File: config.mk
export PLATFORM = sky130hd
export DESIGN_NAME = marker_overlay_flat
export DESIGN_NICKNAME = d
export VERILOG_FILES = /design/src/rtl/overlay_pkg.sv /design/src/rtl/marker_overlay_if.sv /design/src/rtl/marker_hit.sv /design/src/rtl/marker_overlay.sv /design/src/flat_wrapper.sv
export SDC_FILE = /design/constraint.sdc
export NUM_CORES = 1
export LEC_CHECK = 0
export ABC_CLOCK_PERIOD_IN_PS = 5500
export CAP_MARGIN = 0
export CORE_ASPECT_RATIO = 1.4
export CORE_MARGIN = 1
export CORE_UTILIZATION = 40
export CTS_CLUSTER_DIAMETER = 80
export CTS_CLUSTER_SIZE = 30
export DETAILED_ROUTE_END_ITERATION = 6
export PLACE_DENSITY_LB_ADDON = 0.2
export SLEW_MARGIN = 20
export SYNTH_ARGS = -nofsm -noshare
export SYNTH_HDL_FRONTEND = slang
export SYNTH_HIERARCHICAL = 1
export SYNTH_SLANG_ARGS = --single-unit
File: constraint.sdc
create_clock -name clk -period 5.5 [get_ports clk]
set_input_delay 1.1 -clock clk [delete_from_list [all_inputs] [get_ports clk]]
set_output_delay 1.1 -clock clk [all_outputs]
set_load 0.005 [all_outputs]
File: src/rtl/overlay_pkg.sv
// Shared widths, draw-mode encoding and distance helper for the marker overlay.
package overlay_pkg;
   localparam int COORD_W = 11;
   localparam int PIX_W   = 24;

   typedef enum logic [1:0] {
      MODE_PASS  = 2'd0,
      MODE_LINES = 2'd1,
      MODE_CROSS = 2'd2,
      MODE_BOX   = 2'd3
   } mode_e;

   // One extra bit keeps the signed difference of two unsigned coordinates exact.
   function automatic logic [COORD_W:0] abs_diff(input logic [COORD_W-1:0] a,
                                                 input logic [COORD_W-1:0] b);
      logic signed [COORD_W:0] d;
      logic [COORD_W:0]        r;
      d = $signed({1'b0, a}) - $signed({1'b0, b});
      r = d[COORD_W] ? -d : d;
      return r;
   endfunction
endpackage

File: src/rtl/marker_overlay_if.sv
// Pixel-rate video bundle: data enable, syncs and one RGB pixel per clock.
interface marker_overlay_if;
   import overlay_pkg::*;

   logic             de;
   logic             h_sync;
   logic             v_sync;
   logic [PIX_W-1:0] pixel;

   modport master (output de, h_sync, v_sync, pixel);
   modport slave  (input  de, h_sync, v_sync, pixel);
endinterface

File: src/rtl/marker_hit.sv
// Combinational hit test of one pixel position against one marker shape.
// Zero latency; no backpressure (pure function of its inputs).
module marker_hit
   import overlay_pkg::*;
#(
   parameter int HALF_T = 0,
   parameter int ARM    = 8,
   parameter int BOX    = 8
) (
   input  logic [COORD_W-1:0] pos_x_i,
   input  logic [COORD_W-1:0] pos_y_i,
   input  logic [COORD_W-1:0] center_x_i,
   input  logic [COORD_W-1:0] center_y_i,
   input  logic               enable_i,
   input  mode_e              mode_i,
   output logic               hit_o
);
   localparam int DW = COORD_W + 1;
   localparam logic [DW-1:0] HT    = DW'(HALF_T);
   localparam logic [DW-1:0] AR    = DW'(ARM);
   localparam logic [DW-1:0] BX    = DW'(BOX);
   localparam logic [DW-1:0] BX_IN = DW'(BOX - HALF_T);

   logic [DW-1:0] dx;
   logic [DW-1:0] dy;

   assign dx = abs_diff(pos_x_i, center_x_i);
   assign dy = abs_diff(pos_y_i, center_y_i);

   always_comb begin
      hit_o = 1'b0;
      if (enable_i) begin
         case (mode_i)
            MODE_LINES: hit_o = (dx <= HT) || (dy <= HT);
            MODE_CROSS: hit_o = ((dx <= HT) && (dy <= AR)) || ((dy <= HT) && (dx <= AR));
            // Outline only: inside the outer square but on or beyond the inner edge.
            MODE_BOX:   hit_o = (dx <= BX) && (dy <= BX) && ((dx >= BX_IN) || (dy >= BX_IN));
            default:    hit_o = 1'b0;
         endcase
      end
   end
endmodule

File: src/rtl/marker_overlay.sv
// Overlays N_MARK frame-latched markers onto an RGB video stream.
// Latency 2 clk fixed for pixel and syncs; no backpressure (pixel-rate stream).
module marker_overlay
   import overlay_pkg::*;
#(
   parameter int IMG_W  = 64,
   parameter int IMG_H  = 64,
   parameter int N_MARK = 2,
   parameter int HALF_T = 0,
   parameter int ARM    = 8,
   parameter int BOX    = 8
) (
   input  logic                      clk,
   input  logic                      rst,
   marker_overlay_if.slave           vid_i,
   marker_overlay_if.master          vid_o,
   input  logic [COORD_W*N_MARK-1:0] x_center_i,
   input  logic [COORD_W*N_MARK-1:0] y_center_i,
   input  logic [N_MARK-1:0]         mark_en_i,
   input  logic [PIX_W*N_MARK-1:0]   mark_color_i,
   input  logic [1:0]                mode_i,
   output logic                      frame_start_o
);
   localparam logic [COORD_W-1:0] X_LAST = COORD_W'(IMG_W - 1);
   localparam logic [COORD_W-1:0] Y_LAST = COORD_W'(IMG_H - 1);

   logic [COORD_W-1:0]        x_pos_q, x_pos_d;
   logic [COORD_W-1:0]        y_pos_q, y_pos_d;
   logic                      vs_prev_q, fs_q;
   logic                      latch;
   logic [COORD_W*N_MARK-1:0] xc_q, yc_q;
   logic [N_MARK-1:0]         en_q;
   logic [PIX_W*N_MARK-1:0]   col_q;
   mode_e                     mode_q;
   logic [N_MARK-1:0]         hit_d, hit1_q;
   logic                      de1_q, hs1_q, vs1_q;
   logic [PIX_W-1:0]          pix1_q;
   logic                      de2_q, hs2_q, vs2_q;
   logic [PIX_W-1:0]          pix2_q, pix2_d;

   assign latch = vid_i.v_sync & ~vs_prev_q;

   // Vsync dominates, so de asserted during vsync never advances the raster.
   always_comb begin
      x_pos_d = x_pos_q;
      y_pos_d = y_pos_q;
      if (vid_i.v_sync) begin
         x_pos_d = '0;
         y_pos_d = '0;
      end else if (vid_i.de) begin
         if (x_pos_q == X_LAST) begin
            x_pos_d = '0;
            y_pos_d = (y_pos_q == Y_LAST) ? '0 : y_pos_q + 1'b1;
         end else begin
            x_pos_d = x_pos_q + 1'b1;
         end
      end
   end

   for (genvar k = 0; k < N_MARK; k++) begin : g_mark
      marker_hit #(
         .HALF_T (HALF_T),
         .ARM    (ARM),
         .BOX    (BOX)
      ) u_hit (
         .pos_x_i    (x_pos_q),
         .pos_y_i    (y_pos_q),
         .center_x_i (xc_q[k*COORD_W +: COORD_W]),
         .center_y_i (yc_q[k*COORD_W +: COORD_W]),
         .enable_i   (en_q[k]),
         .mode_i     (mode_q),
         .hit_o      (hit_d[k])
      );
   end

   // Scan from the top so the lowest-index hit is the last (winning) assignment.
   always_comb begin
      pix2_d = pix1_q;
      for (int k = N_MARK - 1; k >= 0; k--) begin
         if (hit1_q[k]) pix2_d = col_q[k*PIX_W +: PIX_W];
      end
      if (!de1_q) pix2_d = '0;
   end

   always_ff @(posedge clk or posedge rst) begin
      if (rst) begin
         x_pos_q   <= '0;
         y_pos_q   <= '0;
         vs_prev_q <= 1'b0;
         fs_q      <= 1'b0;
         xc_q      <= '0;
         yc_q      <= '0;
         en_q      <= '0;
         col_q     <= '0;
         mode_q    <= MODE_PASS;
         hit1_q    <= '0;
         de1_q     <= 1'b0;
         hs1_q     <= 1'b0;
         vs1_q     <= 1'b0;
         pix1_q    <= '0;
         de2_q     <= 1'b0;
         hs2_q     <= 1'b0;
         vs2_q     <= 1'b0;
         pix2_q    <= '0;
      end else begin
         x_pos_q   <= x_pos_d;
         y_pos_q   <= y_pos_d;
         vs_prev_q <= vid_i.v_sync;
         fs_q      <= latch;
         if (latch) begin
            xc_q   <= x_center_i;
            yc_q   <= y_center_i;
            en_q   <= mark_en_i;
            col_q  <= mark_color_i;
            mode_q <= mode_e'(mode_i);
         end
         hit1_q <= hit_d;
         de1_q  <= vid_i.de;
         hs1_q  <= vid_i.h_sync;
         vs1_q  <= vid_i.v_sync;
         pix1_q <= vid_i.pixel;
         de2_q  <= de1_q;
         hs2_q  <= hs1_q;
         vs2_q  <= vs1_q;
         pix2_q <= pix2_d;
      end
   end

   assign vid_o.de       = de2_q;
   assign vid_o.h_sync   = hs2_q;
   assign vid_o.v_sync   = vs2_q;
   assign vid_o.pixel    = pix2_q;
   assign frame_start_o  = fs_q;
endmodule

File: src/flat_wrapper.sv
// flat-port wrapper written by rule: the top's interface ports become plain ports
module marker_overlay_flat import overlay_pkg::*;
#(
   parameter int IMG_W  = 64,
   parameter int IMG_H  = 64,
   parameter int N_MARK = 2,
   parameter int HALF_T = 0,
   parameter int ARM    = 8,
   parameter int BOX    = 8
)
  (clk, rst, x_center_i, y_center_i, mark_en_i, mark_color_i, mode_i, frame_start_o, vid_i_de, vid_i_h_sync, vid_i_v_sync, vid_i_pixel, vid_o_de, vid_o_h_sync, vid_o_v_sync, vid_o_pixel);
  marker_overlay_if vid_i_i ();
  marker_overlay_if vid_o_i ();
  input  logic clk;
  input  logic rst;
  input  logic [COORD_W*N_MARK-1:0] x_center_i;
  input  logic [COORD_W*N_MARK-1:0] y_center_i;
  input  logic [N_MARK-1:0] mark_en_i;
  input  logic [PIX_W*N_MARK-1:0] mark_color_i;
  input  logic [1:0] mode_i;
  output logic frame_start_o;
  input wire logic [$bits(vid_i_i.de)-1:0] vid_i_de;
  input wire logic [$bits(vid_i_i.h_sync)-1:0] vid_i_h_sync;
  input wire logic [$bits(vid_i_i.v_sync)-1:0] vid_i_v_sync;
  input wire logic [$bits(vid_i_i.pixel)-1:0] vid_i_pixel;
  output wire logic [$bits(vid_o_i.de)-1:0] vid_o_de;
  output wire logic [$bits(vid_o_i.h_sync)-1:0] vid_o_h_sync;
  output wire logic [$bits(vid_o_i.v_sync)-1:0] vid_o_v_sync;
  output wire logic [$bits(vid_o_i.pixel)-1:0] vid_o_pixel;
  assign vid_i_i.de = vid_i_de;
  assign vid_i_i.h_sync = vid_i_h_sync;
  assign vid_i_i.v_sync = vid_i_v_sync;
  assign vid_i_i.pixel = vid_i_pixel;
  assign vid_o_de = vid_o_i.de;
  assign vid_o_h_sync = vid_o_i.h_sync;
  assign vid_o_v_sync = vid_o_i.v_sync;
  assign vid_o_pixel = vid_o_i.pixel;
  marker_overlay #(.IMG_W(IMG_W), .IMG_H(IMG_H), .N_MARK(N_MARK), .HALF_T(HALF_T), .ARM(ARM), .BOX(BOX)) u_core (.clk(clk), .rst(rst), .vid_i(vid_i_i), .vid_o(vid_o_i), .x_center_i(x_center_i), .y_center_i(y_center_i), .mark_en_i(mark_en_i), .mark_color_i(mark_color_i), .mode_i(mode_i), .frame_start_o(frame_start_o));
endmodule
## Word level (Yosys, flattened, before mapping)

Index checks and enable logic that the tools add are counted.

| cells by class | value |
|---|---|
| equal/unequal tests | 5 |
| bitwise gates (word level) | 2 |
| order comparisons | 12 |
| $add $sub $neg | 10 |
| reduce and logical (&&, ||, !) cells | 17 |
| muxes and demuxes | 18 |

Operator list:

| operator | count |
|---|---|
| 11-bit two-way mux | 7 |
| 24-bit two-way mux | 3 |
| 12-bit by 4-bit >= comparator with 1-bit output, second input constant | 4 |
| 12-bit by 1-bit <= comparator with 1-bit output, second input constant | 4 |
| 12-bit by 4-bit <= comparator with 1-bit output, second input constant | 4 |
| 12-bit two-way mux | 4 |
| 12-bit negation | 4 |
| 11-bit by 11-bit subtractor with 12-bit output | 4 |
| 11-bit by 1-bit adder with 11-bit output, second input constant | 2 |
| 11-bit by 6-bit == test with 1-bit output, second input constant | 2 |
| 1-bit logical AND | 8 |
| 1-bit logical OR | 6 |
| 1-bit case mux with 3 select lines | 2 |
| 2-bit == test, second input constant | 2 |
| 2-bit nonzero test | 2 |
| 2-bit by 1-bit == test with 1-bit output, second input constant | 1 |
| 1-bit two-way mux | 2 |
| 2-bit AND reduction | 1 |
| 1-bit bitwise AND | 1 |
| 1-bit inverter | 1 |

| storage, ports and cells | value |
|---|---|
| output and inout port bits | 28 |
| flip-flop bits (word level) | 175 |
| input bits | 125 |
| word-level logic and storage cells | 81 |

## Logic depth before layout (Yosys ltp)

| logic depth | value |
|---|---|
| depth in word-level cells | 8 |
| depth in mapped cells | 14 |
| depth with buffers taken out | 14 |

## By module

The synthesis kept the hierarchy.

Modules (own cells, without submodules):

| module | seq. area each (µm²) | cells an instance | instances | area an instance (µm²) |
|---|---|---|---|---|
| marker_overlay | 4379.2 | 499 | 1 | 6829.0 |
| marker_hit (u_core.g_mark[0].u_hit) | 0.0 | 256 | 1 | 1670.4 |
| marker_hit (u_core.g_mark[1].u_hit) | 0.0 | 231 | 1 | 1576.5 |

## Worst setup path after synthesis

No wires, ideal clock.

| timing | value |
|---|---|
| path type | register -> register |
| start point | register u_core.y_pos_q[0] |
| end point | register u_core.hit1_q[0] |
| data required time | 5.390 ns |
| arrival | 3.351 ns |
| buffers on the path | 0 |
| slack | 2.039 ns |
| library setup time | 0.110 ns |
| clock period less this slack | 3.461 ns |
| cell stages (with the launch flop) | 14 |
| path through | dfrtp_1 -> inv_1 -> ha_1 -> inv_1 -> fa_1 -> xnor2_1 -> and3_1 -> o21ai_0 -> or4_1 -> o31a_1 -> or4_1 -> a222oi_1 -> a31oi_1 -> o41ai_1 |

| on the way | value |
|---|---|
| longest elaborated chain between the ends | 8 |
| elaborated cells between the ends (all ways) | 15 |
| classes of those cells | 2 x add/sub; 3 x order compare; 3 x mux; 7 x reduce/logical |

RTL lines:

| element | line | RTL |
|---|---|---|
| start, declared | marker_overlay.sv:28 | `logic [COORD_W-1:0] y_pos_q, y_pos_d;` |
| start signal, assigned | marker_overlay.sv:107 | `y_pos_q <= y_pos_d;` |
| 11-bit by 11-bit subtractor with 12-bit output (*) | overlay_pkg.sv:18 | `d = $signed({1'b0, a}) - $signed({1'b0, b});` |
| 12-bit negation | overlay_pkg.sv:19 | `r = d[COORD_W] ? -d : d;` |
| 12-bit two-way mux (*) | overlay_pkg.sv:19 |  |
| 12-bit by 4-bit <= comparator with 1-bit output (tied with other cells) | marker_hit.sv:35, marker_hit.sv:37 |  |
| 1-bit logical AND (tied with other cells) | marker_hit.sv:37 | `MODE_BOX: hit_o = (dx <= BX) && (dy <= BX) && ((dx >= BX_IN) \|\| (dy >= BX_IN));` |
| 1-bit logical AND / 1-bit logical OR (equally long branches) | marker_hit.sv:37, marker_hit.sv:35 |  |
| 1-bit case mux with 3 select lines (*) | marker_hit.sv:33 | `case (mode_i)` |
| 1-bit two-way mux (*) | marker_hit.sv:32 | `if (enable_i) begin` |
| via u_core.hit_d[0] | marker_overlay.sv:35 | `logic [N_MARK-1:0] hit_d, hit1_q;` |
| end signal, assigned | marker_overlay.sv:117 | `hit1_q <= hit_d;` |
| end, declared | marker_overlay.sv:35 |  |

Mark *: on every way through the listed nets, which the timed path passes. The rest lies on a longest branch.
A chain may end at the register's enable or synchronous reset.

## Worst setup path in the final report

Same ends and word-level chain as after synthesis.

==> impl_results.md <==
* Outcome: completed
* Pre-CTS setup slack at ~1.6 ns
* Clk sinks at between 150 and 200
* Port Buffers at 152
* Fillers at 2269
* Multi-input gate area at between 5000 and 6000 sq um
* Max-Slew Margin vs Limit at about 35%
* Fin. Hold Viols at 0
* Routed wire length at roughly 23000 microns
* Final worst setup slack at approximately 1.6 ns
* Starting Density at between 40% and 50%
* Layout cells sized above 1 at 14.2%
* HPWL Detailed at 17200 microns
* Area leader, netlist: dfrtp_1
* Post-Synth Simple-Gate Area at between 10% and 20%
* TritonCTS Buffers at 17
* Slowest CP cell: or4_1
* Gpl congestion at between 0.8 and 0.9
* First-pass GRT wire length at roughly 39000 microns
* Synth Cell Area at a little over 10000 sq um
* Max stage delay on crit path at ~0.51 ns
* Setup Fix Bufs, Post-CTS at 0
* Clock tree buffer depth at 2
* Max VDD drop at 0.209 mV
* Clock share of power at roughly 33%
* Internal at ~2.5 mW
* Rows at slightly below 70
* Via density per instance at 5.36
* Hold crit path type: reg2reg
* Top cells by area, synth: dfrtp_1, mux2_2, ha_1
* Synth warn at 6
* Bufs and invs on worst path at 2
* Syn Nets at around 1.2k
* XOR/XNOR Fraction of Synth Area at between 4 and 5%
* Share of the synthesized area in the top cell type at 43.5%
* Average size of a mapped cell at 10.2 sq um
* CP Capture Type: register
* Reg power frac at 42.1%
* Pleak at ~5.2 nW
* Seq/Total Area, Yosys at between 40 and 50%
* Num ports at 153
* Wire per inst at 16.1 microns
* Power Density at 283 nW/um^2
* Synth Area in Adders at under 10%
* Core Footprint at about 25000 sq um
* Root buffer cell: clkbuf_16
* Vias in the first global route at 8101
* Total power at between 3 and 4 mW
* Fin Clk Skew at 0.00846 ns
* Congestion Overflow GR at 0
* Gates resized, CTS repair at 0
* FMAX at about 0.26 GHz
* Die footprint at between 20000 and 30000 sq um
* H-tree levels at 4
* Distinct cells, synth at 80
* Min Tclk post-route at 3.89 ns
* Die extent in y at between 150 and 200 microns
* Flops & latches, synth at 175
* Max cap viols at 0
* Die Span X at 136 microns
* Fraction of registers with async set/reset at 100%
* Sw Share at between 20 and 30%
* Synth Instances at ~1000
* Worst EP required at 5.81 ns
* Clock Pin Slew Worst Setup and Hold Paths at about 0.07 ns
* Largest family of logic cells by synthesized area: simple AND/OR/NAND/NOR gates
* Post-synth EDFFs at 0
* Nets at 1307
* Top-count cell post-synth: dfrtp_1
* Final Max Tran Viols at 0
* Synth Flop Type: dfrtp_1
* Sum Neg Setup Slack at 0 ns
* Reg area at between 4000 and 5000 sq um
* Tcrit/Tclk final at 70.8%
* Largest net degree at the start of global routing at 176
* Setup CP Type: reg2reg
* Hold-fix buffers at CTS at 0
* Unrepaired setup endpoints after global routing: no
* CP delay by family, top: compound AO/OA/AOI/OAI gates
* P_sw at between 1 and 1.5 mW
* Gr usage total at 19.4%
* Worst-Skew Late Latency at roughly 0.43 ns
* Via count at just under 8k
* DRT antenna net count at 0
* Initial drt markers at 326
* Critical Path AT at roughly 4.2 ns
* # diodes at 0
* Initial antenna violation count at 0
* Non-Filler Instances at roughly 1.5k
* Mux contribution to synthesized area at approximately 14%
* Startpoint Class: register
* Most frequent cells after synthesis: dfrtp_1, mux2_2, nand2_1
* Pre-Repair DR Iteration Count at 4
* Worst path cell trace: inv_1, ha_1, inv_1, fa_1, xnor2_1, and3_1, o21ai_0, or4_1, o31a_1, or4_1, a222oi_1, a31oi_1, o41ai_1
* Complex-gate fraction of the synthesized area at 12.9%
* DRC at 0
* Inst Count DP at 1428
* Worst Path Max Fanout at 5
* Logic pwr share at around 25%
* TritonCTS clock tree: yes
* Final hold slack at 0.349 ns
* P&R area growth vs syn at 24.0%
* Worst-Margin Slew at roughly 0.97 ns
* Final setup fails at 0
-- flip-flops by register name (all words and copies together), names as in the netlist, 2 cells and up --
| register | flops |
|---|---|
| u_core/col_q | 48 |
| u_core/pix1_q | 24 |
| u_core/yc_q | 22 |
| u_core/vid_o.pixel | 24 |
| u_core/y_pos_q | 11 |
| u_core/mode_q | 2 |
| u_core/hit1_q | 2 |
| u_core/en_q | 2 |
| u_core/x_pos_q | 11 |
| u_core/xc_q | 22 |
-- cell usage in the layout (no fill, tap or decap), types with 5 or more instances in the layout --
cell and n:
and2_1 30, o21a_1 5, ha_1 46, clkdlybuf4s50_1 152, nand3_1 25, xor2_1 20, a211oi_1 11, nor4_1 5
a21o_1 9, o21ai_0 44, inv_1 65, clkbuf_16 17, nand2b_1 13, dfrtp_1 175, a21oi_1 39, mux2i_1 31
xnor2_1 25, or3_1 8, nand4_1 9, o211ai_1 13, nand2_1 78, mux2_2 98, nand3b_1 5, o31ai_1 7
and3_1 9, nor2_1 59, nor3_1 20, o2111ai_1 6
-- path summary, 6_finish.rpt --
check	startpoint	endpoint	slack, ns	cells after the start
worst max-delay path	u_core/y_pos_q[0]	u_core/hit1_q[0]	1.61	13
worst min-delay path	u_core/hs1_q	u_core/vid_o.h_sync	0.35	0
worst max register to register	u_core/y_pos_q[0]	u_core/hit1_q[0]	1.61	13
worst min register to register	u_core/hs1_q	u_core/vid_o.h_sync	0.35	0
max in group asynchronous	rst	u_core/xc_q[8]	3.50	3
min in group asynchronous	rst	u_core/col_q[43]	1.25	3
-- logic make-up (layout without fill, tap and decap cells) --
kind of cell	count (synthesis)	in the layout
buffers and inverters	98	255
and+or+nand+nor	298	298
AOI/OAI and AO/OA	189	189
adders and majority gates	50	50
xor gates and xnor gates	46	46
DFF	175	175
muxes	130	130
-- power by group through the flow --
stage / combinational, mW / sequential (mW) / clock (mW)
6_report: 0.876 / 1.49 / 1.17
4_1_cts: 0.882 / 1.49 / 1.21
2_1_floorplan: 0.624 / 1.49 / 0
5_1_grt: 0.983 / 1.50 / 1.26
3_5_place_dp: 0.875 / 1.51 / 0
3_3_place_gp: 0.865 / 1.51 / 0
-- metal layers --
layer / GRT usage (%) / vias up / share of wire, %
met1: 22.0 / 3793 / 41
met5: 0 / - / 0
li1: - / 3817 / -
met4: 8.97 / 0 / 2.9
met2: 34.4 / 160 / 52
met3: 4.13 / 44 / 4.5
-- final cells by class --
type,instances,share of cell area (%)
clock buffers,20,3.65
flip-flops and latches,175,35.0
multi-input cells,713,42.5
inverters,67,2.04
clock inverters,10,0.861
repair buffers,158,12.7
well taps,315,3.15
-- stage by stage --
| step | utilization, % | instance area, sq um |
|---|---|---|
| 2_1_floorplan | - | 10100 |
| 3_3_place_gp | 48.4 | 11900 |
| 3_5_place_dp | 48.4 | 11900 |
| 4_1_cts | 50.7 | 12500 |
| 5_1_grt | 50.7 | 12500 |
| 6_report | 50.7 | 12500 |
No activity file was read; power rests on OpenSTA's default activity.
